### src/rtl/fifo_burst_reader.sv
// Burst reader: pops a programmed number of words from a first-word-fall-through
// FIFO and presents them on a registered valid/ready stream with last/done marking.
module fifo_burst_reader #(
  parameter int DATA_WIDTH = 16,
  parameter int LEN_WIDTH  = 8
) (
  input  logic                  clk,
  input  logic                  rst_n,
  input  logic                  start,
  input  logic [LEN_WIDTH-1:0]  burst_len,
  output logic                  busy,
  output logic                  done,
  input  logic                  fifo_empty,
  input  logic [DATA_WIDTH-1:0] fifo_rd_data,
  output logic                  fifo_rd_en,
  output logic                  m_valid,
  output logic [DATA_WIDTH-1:0] m_data,
  output logic                  m_last,
  input  logic                  m_ready
);

  typedef enum logic [1:0] {
    IDLE = 2'd0,
    RUN  = 2'd1,
    DONE = 2'd2
  } state_e;

  state_e                state_q, state_d;
  logic [LEN_WIDTH-1:0]  cnt_q, cnt_d;
  logic                  m_valid_q, m_valid_d;
  logic                  m_last_q, m_last_d;
  logic [DATA_WIDTH-1:0] m_data_q, m_data_d;
  logic                  pop;
  logic                  accept;

  assign accept = m_valid_q && m_ready;

  always_comb begin
    state_d   = state_q;
    cnt_d     = cnt_q;
    m_valid_d = m_valid_q;
    m_last_d  = m_last_q;
    m_data_d  = m_data_q;
    pop       = 1'b0;
    done      = 1'b0;
    busy      = (state_q != IDLE);

    case (state_q)
      IDLE: begin
        if (start) begin
          cnt_d   = burst_len;
          state_d = (burst_len != '0) ? RUN : DONE;
        end
      end
      RUN: begin
        // Pop only when the output register is free or being drained this cycle.
        pop = !fifo_empty && (cnt_q != '0) && (!m_valid_q || m_ready);
        if (accept && m_last_q) begin
          state_d = DONE;
        end
      end
      DONE: begin
        done    = 1'b1;
        state_d = IDLE;
      end
      default: state_d = IDLE;
    endcase

    if (pop) begin
      m_data_d  = fifo_rd_data;
      m_valid_d = 1'b1;
      m_last_d  = (cnt_q == LEN_WIDTH'(1));
      cnt_d     = cnt_q - LEN_WIDTH'(1);
    end else if (m_ready) begin
      m_valid_d = 1'b0;
      m_last_d  = 1'b0;
    end
  end

  always_ff @(posedge clk or negedge rst_n) begin
    if (!rst_n) begin
      state_q   <= IDLE;
      cnt_q     <= '0;
      m_valid_q <= 1'b0;
      m_last_q  <= 1'b0;
      m_data_q  <= '0;
    end else begin
      state_q   <= state_d;
      cnt_q     <= cnt_d;
      m_valid_q <= m_valid_d;
      m_last_q  <= m_last_d;
      m_data_q  <= m_data_d;
    end
  end

  assign fifo_rd_en = pop;
  assign m_valid    = m_valid_q;
  assign m_last     = m_last_q;
  assign m_data     = m_data_q;

endmodule

### config.mk
export PLATFORM = sky130hd
export DESIGN_NAME = fifo_burst_reader
export DESIGN_NICKNAME = d
export VERILOG_FILES = /design/src/rtl/fifo_burst_reader.sv
export SDC_FILE = /design/constraint.sdc
export NUM_CORES = 1
export LEC_CHECK = 0
export CAP_MARGIN = 0
export CELL_PAD_IN_SITES_DETAIL_PLACEMENT = 0
export CELL_PAD_IN_SITES_GLOBAL_PLACEMENT = 1
export CORE_AREA = 5 5 70 72
export DETAILED_ROUTE_END_ITERATION = 6
export DIE_AREA = 0 0 75 77
export PLACE_DENSITY = 0.8
export SYNTH_ARGS = -nofsm -noshare
export SYNTH_HDL_FRONTEND = slang
export SYNTH_SLANG_ARGS = --single-unit
### constraint.sdc
create_clock -name clk -period 2.36 [get_ports clk]
set_input_delay 0.472 -clock clk [delete_from_list [all_inputs] [get_ports clk]]
set_output_delay 0.472 -clock clk [all_outputs]
set_load 0.02 [all_outputs]
# --- After elaboration in Yosys (flattened, before gate mapping) ---
# Cells that the tools add are included.
totals:
  ff_bits: 28
  latchBits: 0
  ram_bits: 0
  mem_bits_ro: 0
  output_inout_bits: 21
  wordCells: 39
  memories: 0
op_classes:
  add_sub_neg: 1
  mul: 0
  n_div: 0
  n_lt_le_gt_ge: 0
  eq_ne: 5
  shift: 0
  muxes: 12
  n_bitwise: 0
  reduce_logical: 16
ops:
  columns: ["operator", "n"]
  rows:
  - ["2-to-1 mux 8 bit", 3]
  - ["nonzero test 8 bit", 2]
  - ["== test 8 x 1 -> 1 bit (second input constant)", 1]
  - ["nonzero test 2 bit", 4]
  - ["subtractor 8 x 1 -> 8 bit (second input constant)", 1]
  - ["2-to-1 mux 2 bit", 3]
  - ["2-to-1 mux 1 bit", 5]
  - ["logical AND 1 bit", 4]
  - ["inequality test 2 bit (second input constant)", 2]
  - ["case mux 2 bit (2 select lines)", 1]
  - ["AND reduction 2 bit", 2]
  - ["== test 2 x 1 -> 1 bit (second input constant)", 1]
  - ["== test 2 bit (second input constant)", 1]
  - ["zero test 1 bit", 2]
  - ["zero test 2 bit", 1]
  - ["logical OR 1 bit", 1]

# --- Depth between registers and ports, before layout ---
depth:
  depth_word: 6
  mapped_depth: 7
  depth_no_buf: 6

# --- Worst setup path before layout ---
# OpenSTA, ideal clock, no wires.
synth_timing:
  path_kind: "register -> output"
  start: "register cnt_q[0]"
  end: "output fifo_rd_en"
  arrival_time_ps: 1553
  slack_ps: 335
  stages_incl_launch_ff: 6
  cell_sequence: "dfrtp_1 > inv_1 > ha_1 > nor3b_1 > a2111oi_4 > buf_2"
synth_between:
  elab_chain_cells: 4
synth_rtl:
  columns: ["item", "line_no", "source"]
  rows:
  - ["from (decl)", "29", "logic [LEN_WIDTH-1:0] cnt_q, cnt_d;"]
  - ["from (signal assigned)", "89", "cnt_q <= cnt_d;"]
  - ["nonzero test 8 bit", "57", "pop = !fifo_empty && (cnt_q != '0) && (!m_valid_q || m_ready);"]
  - ["logical AND 1 bit (2 in a row)", "57", null]
  - ["2-to-1 mux 1 bit", "48", "case (state_q)"]
  - ["to (decl)", "15", "output logic fifo_rd_en,"]
# Every way passes these cells.

# --- Final worst setup path ---
# Same ends and word-level chain as after synthesis.

==> flow_summary_export.csv <==
group,metric,value,unit
power,p_per_area,1160,nW/um2
placement,placed_cell_area,1940,um2
sta,fin_crit,2.27,ns
min_path,min_path_type,"register to register",
floorplanning,die-area,5780,um2
synthesis,synth_top_family_by_area,"simple AND/OR/NAND/NOR gates",
floorplanning,die_h,77,um
route,dr.pass1.iters,4,
critical_path,worstPathRequired,1.89,ns
clock_network,cts_buffers,3,
grt,globalRouteTotalUtil,12.3,%
power,seqPwrFrac,35.7,%
sta,finalHoldViolations,0,
layout,n_antenna_cell,0,
critical_path,critPathArrivalTime,1.80,ns
sta,skew,0.00710,ns
synthesis,synthArstFlopShare,100,%
placement,place_congestion,0.800,
power,ir_worst_vdd,0.653,mV
power,clkPwrFrac,12.7,%
grt,grt-ovfl-total,0,
grt,grt_max_degree,34,
synthesis,synth_top_area_share,52.3,%
power,p_total,2320,uW
run_status,status,"finished clean",
sta,slew_viol_final,0,
synthesis,ys_types,34,
floorplanning,start_util,31.6,%
floorplanning,coreArea,4230,um2
grt,grt_antenna_before_repair,0,
clock_network,clk_transition_reported_paths,0.10,ns
clock_network,cts_buffer_depth,2,
route,vias_per_cell,5.01,
synthesis,synth_ff_type,"dfrtp_1",
clock_network,cts_sinks,28,
route,totalWireLength,3.28,mm
synthesis,synth_edf_count,0,
synthesis,synthCells,109,
route,drt-initial-drc-count,41,
min_path,min-delay-start,"m_data[12]$_DFFE_PN0P_",
grt,busiest_layer,"met2",
grt,use_met1,14.1,%
sta,slew_headroom,60.7,%
critical_path,cp_top_family,"buffers and inverters",
min_path,min_to,"m_data[12]$_DFFE_PN0P_",
synthesis,synth_nets,140,
layout,drive_gt1_share,21.4,%
run,max_cap_viol_count,0,
placement,dp_hpwl,2.56,mm
layout,area_delta_synth_final,49.3,%
critical_path,r2r-start,"cnt_q[0]$_DFFE_PN0P_",
clock_network,htreeDepth,1,
synthesis,synthMuxAreaShare,15.0,%
critical_path,critPathCaptureType,"output port",
route,antenna_left,0,
power,p_sw,844,uW
synthesis,synth-seq-cells,28,
layout,fin_area,2000,um2
critical_path,slowest_stage,"dfrtp_1",
critical_path,rr_endpoint,"cnt_q[7]$_DFFE_PN0P_",
synthesis,netlist_area,1340,um2
critical_path,worstPathCellList,"inv_1, ha_1, nor3b_2, a2111oi_4, clkdlybuf4s15_1",
clock_network,root_buffer,"clkbuf_8",
route,drc,0,
min_path,hold_path_depth,1,
synthesis,netlist.top_cell.by_area,"dfrtp_1",
clock_network,post_cts_buffers,0,
critical_path,critPathKind,"register to output port",
route,vias,1103,
synthesis,synth_area_leaders,"dfrtp_1 (52%), mux2_2 (13%), a221o_1 (2.2%), a2111oi_4 (2.1%), ha_1 (1.9%)",
critical_path,worstRegToRegCells,7,
power,p_sw_share,36.4,%
synthesis,yosysWarnings,0,
clock_network,cts_tree,"done",
synthesis,synth_compound_area_share,10.1,%
floorplanning,die_x,75,um
sta,min_period_over_period,96.2,%
critical_path,reg2reg_setup_slack,0.26,ns
sta,tightest_slew,0.584,ns
grt,first_global_vias,1250,
critical_path,worstPathBufferInverterCount,2,
synthesis,synth-simple-area-share,16.7,%
critical_path,cp-startpoint,"cnt_q[0]$_DFFE_PN0P_",
grt,grtUsageMet3,5.75,%
power,comb_power_share,51.6,%
placement,io_buffers,49,
synthesis,synthXorXnorAreaFrac,0,%
floorplanning,io_pins,50,
grt,grt_first_pass_wirelength,5.64,mm
synthesis,synth_seq_area_share,52.3,%
sta,setup_viol_count_final,0,
power,p_int,1470,uW
critical_path,critPathLaunchType,"register",
synthesis,synth_common_cells,"dfrtp_1 (28), mux2_2 (16), inv_1 (6), nand2_1 (5), nor3_1 (5)",
floorplanning,rows,24,
critical_path,cpPeakStageDelay,0.36,ns
grt,met2_usage,20.4,%
critical_path,path_max_fanout,3,
sta,fmax,440,MHz
sta,rsz0062_at_grt,"false",
route,wire_per_inst,14.9,um
synthesis,avgSynthCellArea,12.3,um2
power,p_leak,0.000805,uW
synthesis,synth_most_common_cell,"dfrtp_1",
clock_network,clock_latency,0.27,ns
synthesis,synthAdderAreaFrac,1.87,%
layout,nets,200,
[worst max-delay path by stage]
stage	end	cells past startpoint
after floorplan	fifo_rd_en	5
after global placement	fifo_rd_en	3
after detailed placement	fifo_rd_en	3
after CTS	fifo_rd_en	5
final	fifo_rd_en	5
after global routing	fifo_rd_en	5
[metal layers]
metal  share of wire [%]  wire length [um]  vias to the layer above
li1                    -                 -                      524
met1                  38              1260                      536
met2                  50              1650                       40
met3                  10               338                        3
met4                0.76                25                        0
met5                   0                 0                        -
[worst reg2reg max path: cells and delay by family (launching register included)]
family / cells / cell delay, ns
buf+inv: 2 / 0.46
flops: 1 / 0.36
simple gates: 3 / 0.65
fa+ha+maj: 1 / 0.20
compound gates: 1 / 0.36
[sequential cells by signal, summed over array words and instances, names as in the netlist]
register  flops
m_last        1
state_q       2
m_valid       1
cnt_q         8
m_data       16
[what timing repair did]
action	CTS	global route
setup endpoints to repair	1	1
resized for setup	2	1
hold buffers	0	0
cloned	0	0
[layout by cell type (no fill, tap or decap), types with 2 or more instances in the layout]
master | netlist | routed
buf_4 | 0 | 10
nand2_1 | 5 | 5
and4_1 | 2 | 2
nand3_1 | 3 | 3
or3b_1 | 2 | 2
a32oi_1 | 2 | 2
nor4_1 | 3 | 3
o21ai_0 | 2 | 2
nor3_1 | 5 | 5
nor2_1 | 4 | 4
inv_1 | 6 | 6
clkdlybuf4s50_1 | 0 | 48
nand2b_1 | 3 | 3
mux2_2 | 16 | 16
a221o_1 | 3 | 3
nand3b_1 | 2 | 2
mux2i_1 | 2 | 2
a32o_1 | 2 | 2
clkbuf_8 | 0 | 4
dfrtp_1 | 28 | 28
ha_1 | 2 | 2
[through the flow]
| step | hold WS [ns] | setup WS (ns) | std cells | TNS (ns) | util [%] |
|---|---|---|---|---|---|
| finish | 0.514 | 0.0891 | 220 | 0 | 47.2 |
| global route | 0.537 | 0.00917 | 220 | 0 | 47.2 |
| CTS | 0.517 | 0.0325 | 220 | 0 | 47.2 |
| detailed placement | 0.495 | -0.165 | 216 | -0.165 | 45.8 |
| global placement | 0.490 | -0.155 | 216 | -0.155 | 45.8 |
| floorplan | 0.176 | 0.335 | 109 | 0 | - |
[cells by family (layout without fill, tap and decap cells)]
kind of cell | after synthesis | count (layout)
AND/OR/NAND/NOR | 37 | 37
flip-flops | 28 | 28
multiplexers | 18 | 18
AO/OA/AOI/OAI | 14 | 14
buffers and inverters | 10 | 69
adder cells (fa/ha/maj) | 2 | 2
[power by group through the flow]
stage / Sequential (uW) / Clock, uW / Combinational [uW]
3_3_place_gp: 823 / 0 / 1180
2_1_floorplan: 996 / 0 / 496
4_1_cts: 834 / 305 / 1210
5_1_grt: 856 / 323 / 1300
3_5_place_dp: 836 / 0 / 1210
6_report: 827 / 294 / 1200
[area by class of cell]
class | instances | area, um2
Fill cell | 396 | 2240
Sequential cell | 28 | 701
Multi-Input combinational cell | 71 | 589
Timing Repair Buffer | 59 | 566
Tap cell | 52 | 65.1
Clock buffer | 4 | 55.1
Inverter | 6 | 22.5
Note: power is estimated with default switching activity, not from simulation.
